File: config.mk
export PLATFORM = sky130hd
export DESIGN_NAME = uart_rx_fifo
export DESIGN_NICKNAME = d
export VERILOG_FILES = /design/src/rtl/uart_rx_fifo.sv
export SDC_FILE = /design/constraint.sdc
export NUM_CORES = 1
export LEC_CHECK = 0
export CAP_MARGIN = 15
export CORE_MARGIN = 10
export CORE_UTILIZATION = 46
export DETAILED_ROUTE_END_ITERATION = 12
export GPL_TIMING_DRIVEN = 0
export REMOVE_ABC_BUFFERS = 1
export SLEW_MARGIN = 20
export SYNTH_ARGS = -nofsm -noshare
export SYNTH_HDL_FRONTEND = slang
export SYNTH_SLANG_ARGS = --single-unit
File: constraint.sdc
create_clock -name clk_i -period 3.7 [get_ports clk_i]
set_input_delay 0.74 -clock clk_i [delete_from_list [all_inputs] [get_ports clk_i]]
set_output_delay 0.74 -clock clk_i [all_outputs]
set_load 0.01 [all_outputs]
File: src/rtl/uart_rx_fifo.sv
// First-word-fall-through byte FIFO between the UART receiver and the RAM loader.
// Define UART_RX_FIFO_OVF_EN to build the sticky overflow flag (ovf_o / ovf_clr_i).
module uart_rx_fifo #(
  parameter int DATA_W = 8,
  parameter int DEPTH  = 16
) (
  input  logic                       clk_i,
  input  logic                       rst_i,
  input  logic [DATA_W-1:0]          in_data_i,
  input  logic                       in_vld_i,
  output logic                       in_rdy_o,
  output logic [DATA_W-1:0]          out_data_o,
  output logic                       out_vld_o,
  input  logic                       out_rdy_i,
  input  logic                       ovf_clr_i,
  output logic [$clog2(DEPTH):0]     level_o,
  output logic                       ovf_o
);

  localparam int AW = $clog2(DEPTH);
  localparam int PW = AW + 1;

  logic [DATA_W-1:0] mem [DEPTH];

  logic [PW-1:0] wrPtr_q, wrPtr_d;
  logic [PW-1:0] rdPtr_q, rdPtr_d;

  logic [AW-1:0] wrIdx;
  logic [AW-1:0] rdIdx;
  logic          empty;
  logic          full;
  logic          wrEn;
  logic          rdEn;

  assign wrIdx = wrPtr_q[AW-1:0];
  assign rdIdx = rdPtr_q[AW-1:0];

  // The extra wrap bit tells full from empty when the index bits coincide.
  assign empty = (wrPtr_q == rdPtr_q);
  assign full  = (wrIdx == rdIdx) && (wrPtr_q[AW] != rdPtr_q[AW]);

  assign in_rdy_o  = !full && !rst_i;
  assign out_vld_o = !empty;
  assign wrEn      = in_vld_i && in_rdy_o;
  assign rdEn      = out_vld_o && out_rdy_i;

  assign out_data_o = empty ? '0 : mem[rdIdx];
  assign level_o    = wrPtr_q - rdPtr_q;

  always_comb begin
    wrPtr_d = wrPtr_q;
    rdPtr_d = rdPtr_q;
    if (wrEn) wrPtr_d = wrPtr_q + PW'(1);
    if (rdEn) rdPtr_d = rdPtr_q + PW'(1);
  end

  always_ff @(posedge clk_i) begin
    if (rst_i) begin
      wrPtr_q <= '0;
      rdPtr_q <= '0;
    end else begin
      wrPtr_q <= wrPtr_d;
      rdPtr_q <= rdPtr_d;
    end
  end

  // Storage is not reset; wrEn is already blocked while rst_i is high.
  always_ff @(posedge clk_i) begin
    if (wrEn) mem[wrIdx] <= in_data_i;
  end

`ifdef UART_RX_FIFO_OVF_EN
  logic ovf_q, ovf_d;
  logic ovfEvent;

  assign ovfEvent = in_vld_i && !in_rdy_o && !rst_i;

  // Set has priority over clear so a byte lost during a clear is never hidden.
  always_comb begin
    ovf_d = ovf_q;
    if (ovf_clr_i) ovf_d = 1'b0;
    if (ovfEvent)  ovf_d = 1'b1;
  end

  always_ff @(posedge clk_i) begin
    if (rst_i) ovf_q <= 1'b0;
    else       ovf_q <= ovf_d;
  end

  assign ovf_o = ovf_q;
`else
  logic unusedOvfClr;
  assign unusedOvfClr = ovf_clr_i;
  assign ovf_o        = 1'b0;
`endif

endmodule
==> metrics.yaml <==
setup_path:
  path_cells: "ha_1, nand4_1, nor2_2, a211oi_1, clkdlybuf4s50_1"
  cp_data_required_time_ps: 2960
  rr_endpoint: "mem[12][6]$_DFFE_PP_"
  critPathKind: "reg -> out"
  r2r_setup_slack_ps: 570
  worstPathArrival_ps: 2830
  slowest_delay_ps: 630
  endpoint_kind: "output pin"
  cpMaxStageDelayCell: "clkdlybuf4s50_1"
  r2r_start: "wrPtr_q[2]$_SDFFE_PP0P_"
  startpoint: "wrPtr_q[2]$_SDFFE_PP0P_"
  crit_family: "buffers and inverters"
  worstSetupStartpointType: "flop"
  reg2regPathDepth: 5
  worstPathMaxFanout: 10
  crit_buf_inv: 1
pwr:
  p_clk_frac: 0.464
  comb_power_share: 0.112
  max-vdd-ir-drop_v: 0.000296
  powerDensity_nw_per_um2: 608
  intPower_mw: 3.34
  p_sw_uw: 902
  pwr-share-seq: 0.424
  total_power_mw: 4.25
  p_leak_nw: 2.22
  swShare: 0.212
cells_and_area:
  mostFrequentLayoutCells: "edfxtp_1, clkdlybuf4s50_1, nor2_1, mux4_1, clkbuf_16"
  final_common_cell: "edfxtp_1"
  fin_area_um2: 6980
  final_nets: 366
  n_antenna_cell: 0
  final_util: 0.553
  area_growth_pct: 18.0
  multi_input_area_um2: 1600
  regArea_um2: 4130
  drive_above_1_share: 0.169
  nFillCells: 1012
synth:
  netlist_top_cells_area: "edfxtp_1, mux4_1, mux4_2"
  synth_flop_cell: "edfxtp_1"
  ys_seq_area_frac: 0.698
  synth_warnings: 0
  netlist_area_um2: 5910
  synth_edf_count: 128
  ys_seq_elements: 142
  synthCells: 314
  synth_top_area_frac: 0.650
  synth_top_cell_by_area: "edfxtp_1"
  avgSynthCellArea_um2: 18.8
  async_reset_ff_frac: 0
  yosysUniqueCellTypes: 41
min_path:
  hold_path_startpoint: "wrPtr_q[4]$_SDFFE_PP0P_"
  min_to: "wrPtr_q[4]$_SDFFE_PP0P_"
  min_path_type: "reg -> reg"
  whs_path_depth: 1
global_route:
  grt_use_total: 0.125
  antenna_found_initial: 0
  grt-ovfl-total: 0
  grt_first_pass_wirelength_mm: 16.6
  grt_max_degree: 25
  grt_pass1_vias: 2976
run:
  maxCapViolCount: 0
timing:
  hold_violations: 0
  worst_pin_slew_ps: 936
  worst_slack_ps: 133
  finalSetupViolCount: 0
  fin_crit_sh: 0.964
  finClkSkew_ps: 4.55
  grt_setup_unrepaired: "false"
  whs_ps: 531
  finalCriticalPeriod_ps: 3570
  relSlewSlack: 0.374
  timing.fmax_ghz: 0.280
  slew_viol_final: 0
clocking:
  htree_num_levels: 4
  cts.sink_count: 142
  post-cts-setup-buffers: 0
  insertion_delay_ps: 420
  cts_made_buffers: 17
  cts_tree: "done"
  clk_pin_slew_ps: 60
  clockBufferDepth: 2
  root_buffer: "clkbuf_16"
floorplanning:
  dieArea_um2: 17800
  row_count: 41
  io_pins: 29
  core_um2: 12600
  die_h_um: 133
  start_util: 0.468
  die-width_um: 133
route:
  ant_nets: 0
  wl_per_cell_um: 20.2
  wirelength_mm: 10.7
  drtIter0Drc: 167
  first_pass_iters: 4
  route.detailed.drc: 0
  vias: 2830
  vias_per_cell: 5.36
run_status:
  status: "finished clean"
placement:
  hpwl_mm: 6.81
  dp_slack_ps: 191
  io_buffers: 26
  placed_cell_area_um2: 6280
  gp_congestion: 0.775
-- layer usage --
| layer | global-route usage | share of wire | up-vias |
|---|---|---|---|
| li1 | - | - | 1316 |
| met2 | 0.189 | 0.48 | 61 |
| met1 | 0.159 | 0.46 | 1435 |
| met3 | 0.0414 | 0.041 | 18 |
| met5 | 0 | 0 | - |
| met4 | 0.0580 | 0.018 | 0 |
-- area by class of cell --
| cell class | count | area share |
|---|---|---|
| Timing Repair Buffer | 28 | 0.0430 |
| Sequential cell | 142 | 0.592 |
| Tap cell | 172 | 0.0308 |
| Clock buffer | 17 | 0.0610 |
| Clock inverter | 15 | 0.0384 |
| Multi-Input combinational cell | 144 | 0.229 |
| Inverter | 10 | 0.00538 |
-- registers in the layout (all words and copies together) (netlist names), named ones only --
signal and flops:
rdPtr_q 5, wrPtr_q 5, mem 128
-- synthesized netlist by cell type, drive strengths merged (2+ instances only) --
cell type,n
edfxtp,128
mux4,32
nor2,23
a211oi,17
dfxtp,14
inv,10
mux2i,10
clkbuf,9
ha,9
buf,8
nor2b,8
xnor2,7
a21oi,6
nand2,6
nor3,4
xor2,4
a21o,2
nand2b,2
nand3,2
nand4,2
o21ai,2
-- worst reg2reg max path: stages, from the launching register on --
cell and delay [ps]:
dfxtp_1 620, ha_1 370, and4_1 240, a211oi_2 490, nand2_1 260, nor2_1 770
-- power by group through the flow --
stage                     clock (mW)  sequential [mW]  combinational, mW
after detailed placement           0             1.83              0.479
after global routing            2.06             1.80              0.519
after CTS                       1.99             1.80              0.483
final                           1.97             1.80              0.475
after global placement             0             1.87              0.428
after floorplan                    0             1.84              0.244
-- cell families after synthesis --
| group | count (synthesis) | synth area share |
|---|---|---|
| XOR/XNOR | 11 | 0.0176 |
| AO/OA/AOI/OAI | 31 | 0.0379 |
| flip-flops | 142 | 0.698 |
| buffers and inverters | 28 | 0.0349 |
| adder cells (fa/ha/maj) | 10 | 0.0224 |
| multiplexers | 42 | 0.150 |
| other | 1 | 0.000634 |
| AND/OR/NAND/NOR | 49 | 0.0392 |
-- worst max path at each step --
stage,to,slack [ps],cells past startpoint
after floorplan,out_data_o[2],780,4
after global placement,out_data_o[3],-540,5
after detailed placement,mem[12][6]$_DFFE_PP_,190,4
after CTS,out_data_o[7],90,6
after global routing,out_data_o[3],2,5
final,out_data_o[3],130,5
-- metrics by stage --
step,std cells,setup TNS [ps]
after global placement,494,-4170
after floorplan,296,0
after CTS,528,0
after global routing,528,0
after detailed placement,496,0
final,528,0
-- timing repair --
action                     CTS  global route
hold buffers                 0             0
setup endpoints to repair    2             0
resized for setup            1             0
No activity file was read; power rests on OpenSTA's default activity.
==> edit 1, RTL diff (same settings) <==
Build with the macro `UART_RX_FIFO_OVF_EN` defined.
--- a/src/rtl/uart_rx_fifo.sv
+++ b/src/rtl/uart_rx_fifo.sv
@@ -1,5 +1,7 @@
 // First-word-fall-through byte FIFO between the UART receiver and the RAM loader.
 // Define UART_RX_FIFO_OVF_EN to build the sticky overflow flag (ovf_o / ovf_clr_i).
+`define UART_RX_FIFO_OVF_EN
+
 module uart_rx_fifo #(
   parameter int DATA_W = 8,
   parameter int DEPTH  = 16
Behaviour: same outputs for any inputs over 10 cycles, from zero or initial values and one cycle with rst_i high; that may be too few to reach the edited logic, so the function may still have changed.
==> edit 1 against the original RTL <==
  * Global-route usage rose by 0.68 points
  * Routed wire length rose by 5.1%
  * Critical path type unchanged
  * Sequential share of layout area rose by 1.8 points
  * Die area fell by 1.7%
  * Clock power fell by 21%
  * Total power fell by 9.2%
  * Sequential cell count rose by 1
  * Synthesized area fell by 2.1%
  * Critical path depth did not move
  * Cell area fell by 2.4%
  * Final cell count fell by 0.19%
  * Worst setup slack improved by 0.050 ns
  * Non-clock buffer count rose by 3
==> edit 1: results (changes against the original RTL) <==
| Metric | Value |
|---|---|
| Drt wl/cell | `21.3 µm (+5.3%)` |
| Largest registers | `mem x128, rdPtr_q x5, wrPtr_q x5` |
| Mux contribution to synthesized area | `14.2% (-0.79 points)` |
| Setup Skew | `0.00571 ns (+0.00116 ns)` |
| CTS Buffer Depth | `2 (unchanged)` |
| Met2 Routed Length | `5560 µm (+9.0%)` |
| Clock Latency Late Sink | `0.41 ns` |
| Clk root buf | `clkbuf_16` |
| Post-synthesis compound-gate area fraction | `3.78% (-0.0070 points)` |
| Post-Synth XOR/XNOR Area | `1.79% (+0.037 points)` |
| Synth area leaders | `edfxtp_1 (66%), mux4_2 (12%), dfxtp_1 (5.2%)` |
| GRT met3 Usage | `4.27% (+0.13 points)` |
| Leakage | `2.13 nW (-4.4%)` |
| Asr flop ratio synth | `0% (unchanged)` |
| Number of global-route vias before repair | `3050 (+2.5%)` |
| Hold slack | `0.530 ns (-0.00117 ns)` |
| Max stage delay on crit path | `0.63 ns (about the same)` |
| Power, Total | `0.00385 W (-9.2%)` |
| Hold Startpoint | `rdPtr_q[3]` |
| WHS Path Cells | `2 (+1)` |
| Sequential share of the synthesized area | `71.6% (+1.8 points)` |
| Placed cell areas | `0.00627 mm² (-0.20%)` |
| R2r endpoint | `mem[12][3]` |
| Routed length on met3 | `518 µm (+17%)` |
| DR top layer | `met4` |
| Post-DP HPWL | `7140 µm (+4.9%)` |
| Adder-Cell Fraction of Synth Area | `2.29% (+0.047 points)` |
| Comb. pwr | `0.000486 W (+2%)` |
| Critical path arrival | `2.78 ns (-0.05 ns)` |
| Post-cts sizing count | `2 (+1)` |
| Status | `finished clean` |
| Global-route wire length before repair | `17300 µm (+4.1%)` |
| Top cells by count, synth | `edfxtp_1 (128), mux4_2 (32), nor2_1 (24), a211oi_1 (16), dfxtp_1 (15)` |
| Via density | `5.44 (+1.5%)` |
| Sw Ratio | `22.1% (+0.88 points)` |
| All-Layer GR Usage | `13.2% (+0.68 points)` |
| Dpl ws | `0.316 ns (+0.125 ns)` |
| Layout cells sized above 1 | `19.2% (+2.4 points)` |
| Grt met1 use | `16.4% (+0.52 points)` |
| Synth cell types | `34 (-17%)` |
| Clk pwr share | `40.4% (-6.0 points)` |
| Clk slew on worst S/H paths | `0.05 ns` |
| Nets | `370 (+1.1%)` |
| Worst R2R Path Depth | `5 (unchanged)` |
| I/O Buffers | `28 (+7.7%)` |
| Max H-tree Level | `4 (unchanged)` |
| Placer Congestion | `0.793 (+2.4%)` |
| Pre-Repair DR Iteration Count | `4 (unchanged)` |
| Cells after Synth | `313 (-0.32%)` |
| Slew @ Worst Pin | `1.07 ns (+0.139 ns)` |
| Slowest CP cell | `dfxtp_1` |
| Met2 Resource Use GR | `20.8% (+1.9 points)` |
| Cell family with most CP delay | `simple AND/OR/NAND/NOR gates` |
| Max VDD drop | `0.321 mV (+8.2%)` |
| Drt initial violations | `197 (+18%)` |
| Met1 WL | `4980 µm (+0.73%)` |
| DR vias | `2867 (+1.3%)` |
edit 1: changes by cell type in the layout (fill, tap and decap cells not counted), sizes merged, moves of 2 or more:
cell | unedited run | this run
bufinv | 7 | 2
clkbuf | 17 | 20
clkdlybuf4s50 | 26 | 28
clkinv | 4 | 9
clkinvlp | 4 | 0
edit 1: layout make-up:
| type | count | area, µm² |
|---|---|---|
| inverter | 9 | 33.8 |
| fill | 992 | 5350 |
| timing repair buffer | 31 | 335 |
| multi-input combinational | 145 | 1540 |
| tap | 168 | 210 |
| clock buffer | 20 | 437 |
| clock inverter | 11 | 98.8 |
| sequential | 143 | 4150 |
edit 1: how the worst max path moves through the flow:
stage / start / end / cells past startpoint
floorplan: flip-flop / out_data_o[0] / 4
global placement: flip-flop / out_data_o[0] / 5
detailed placement: rst_i / mem[12][3] / 4
CTS: flip-flop / out_data_o[0] / 5
global route: flip-flop / out_data_o[4] / 6
finish: wrPtr_q[2] / out_data_o[2] / 5
==> edit 2, RTL diff (same settings) <==
Made on the original files. Put a register stage on the output `level_o`, without a reset. The value now appears one clock later. The other outputs are not delayed to match.
--- a/src/rtl/uart_rx_fifo.sv
+++ b/src/rtl/uart_rx_fifo.sv
@@ -45,7 +45,9 @@
   assign rdEn      = out_vld_o && out_rdy_i;
 
   assign out_data_o = empty ? '0 : mem[rdIdx];
-  assign level_o    = wrPtr_q - rdPtr_q;
+  always_ff @(posedge clk_i) begin
+    level_o <= wrPtr_q - rdPtr_q;
+  end
 
   always_comb begin
     wrPtr_d = wrPtr_q;
Formal check against the unedited RTL: not equivalent (Yosys sat finds a counterexample within 4 cycles, from zero or initial values and one cycle with rst_i high).
==> edit 2 against the original RTL <==
  * Count of clock-buffer cells in the layout is 4 higher
  * Worst hold slack improved by 0.0080 ns
  * Sequential power is 4% higher
  * Cell area is 0.47% lower
  * Sequential cell count grew 5
  * Utilization decreased by 0.70 points
  * Die area is 1.4% higher
  * Non-clock buffer count unchanged
  * Total power fell by 7.2%
  * Synthesized area rose by 1.7%
  * Worst setup slack better by 0.062 ns
  * Routed wire length is 3.2% higher
  * Highest routed layer unchanged
  * Largest cell class unchanged
==> edit 2: results (changes against the original RTL) <==
| Metric | Value |
|---|---|
| All-Layer GR Usage | `13.0% (+0.52 points)` |
| Mux contribution to synthesized area | `14.7% (-0.25 points)` |
| Worst setup path endpoint | `out_data_o[7]` |
| Leakage | `2.23 nW (+0.16%)` |
| Final WS setup | `0.195 ns (+0.0625 ns)` |
| R2r endpoint | `mem[4][3]` |
| Nets | `371 (+1.4%)` |
| Dpl ws | `0.211 ns (+0.0202 ns)` |
| Crit path max fanout | `17 (+7)` |
| Final non-filler cell total | `533 (+0.95%)` |
| Fraction of area in multi-input gates | `23.0% (+0.11 points)` |
| Clk cell area share | `7.96% (-2.0 points)` |
| Cells after Synth | `319 (+1.6%)` |
| Via density | `5.40 (+0.78%)` |
| Placer Congestion | `0.773 (-0.25%)` |
| Global-route wire length before repair | `17700 µm (+6.6%)` |
| Post-Synth XOR/XNOR Area | `1.73% (-0.029 points)` |
| Met2 Routed Length | `5440 µm (+6.7%)` |
| Max stage delay on crit path | `0.57 ns (-0.06 ns)` |
| Seq. cell area | `0.00423 mm² (+2.4%)` |
| Max VDD drop | `0.297 mV (+0.27%)` |
| Met1 WL | `4980 µm (+0.63%)` |
| Sw Pwr | `0.000918 W (+1.9%)` |
| Fillers | `1032 (+2.0%)` |
| Top cells by count, synth | `edfxtp_1 (128), nor2_1 (22), dfxtp_1 (19), mux4_1 (17), a211oi_1 (16)` |
| Logic pwr share | `12.1% (+0.9 points)` |
| Slew @ Worst Pin | `0.989 ns (+0.0534 ns)` |
| Layout cells sized above 1 | `16.3% (-0.51 points)` |
| Hold slack | `0.539 ns (+0.00805 ns)` |
| # clk buffers | `21 (+4)` |
| R2R Setup Slk | `0.63 ns (+0.06 ns)` |
| Adder-Cell Fraction of Synth Area | `2.21% (-0.037 points)` |
| Status | `finished clean` |
| Number of global-route vias before repair | `3112 (+4.6%)` |
| Placed cell areas | `0.00639 mm² (+1.7%)` |
| Seq. pwr | `0.00188 W (+4%)` |
edit 2: changes by cell type in the layout (fill, tap and decap cells not counted):
cell	unedited run	this run
buf_16	0	1
clkinv_4	2	1
clkinvlp_4	4	0
dfxtp_1	11	16
bufinv_16	7	0
buf_12	2	1
clkbuf_1	0	1
inv_6	0	2
clkinv_2	2	4
inv_4	0	4
clkbuf_8	0	2
clkbuf_16	17	18
edit 2: timing repair:
| action | in CTS | in global routing |
|---|---|---|
| gates resized for setup | 1 | 0 |
| endpoints found under the setup margin | 2 | 0 |
| hold endpoints to repair | 0 | 0 |
| setup buffers | 0 | 0 |
| hold buffers | 0 | 0 |
edit 2: layer usage:
metal	GRT usage, %	up-vias
li1	-	1335
met1	16.7	1475
met2	20.2	60
met3	4.07	9
met4	4.72	0
met5	0	-
edit 2: worst reg2reg max path, cell delays in order, from the launching register on:
cell and delay, ns:
dfxtp_1 0.60, ha_1 0.37, and4_1 0.25, a211oi_2 0.45, nand2_1 0.25, nor2_1 0.77
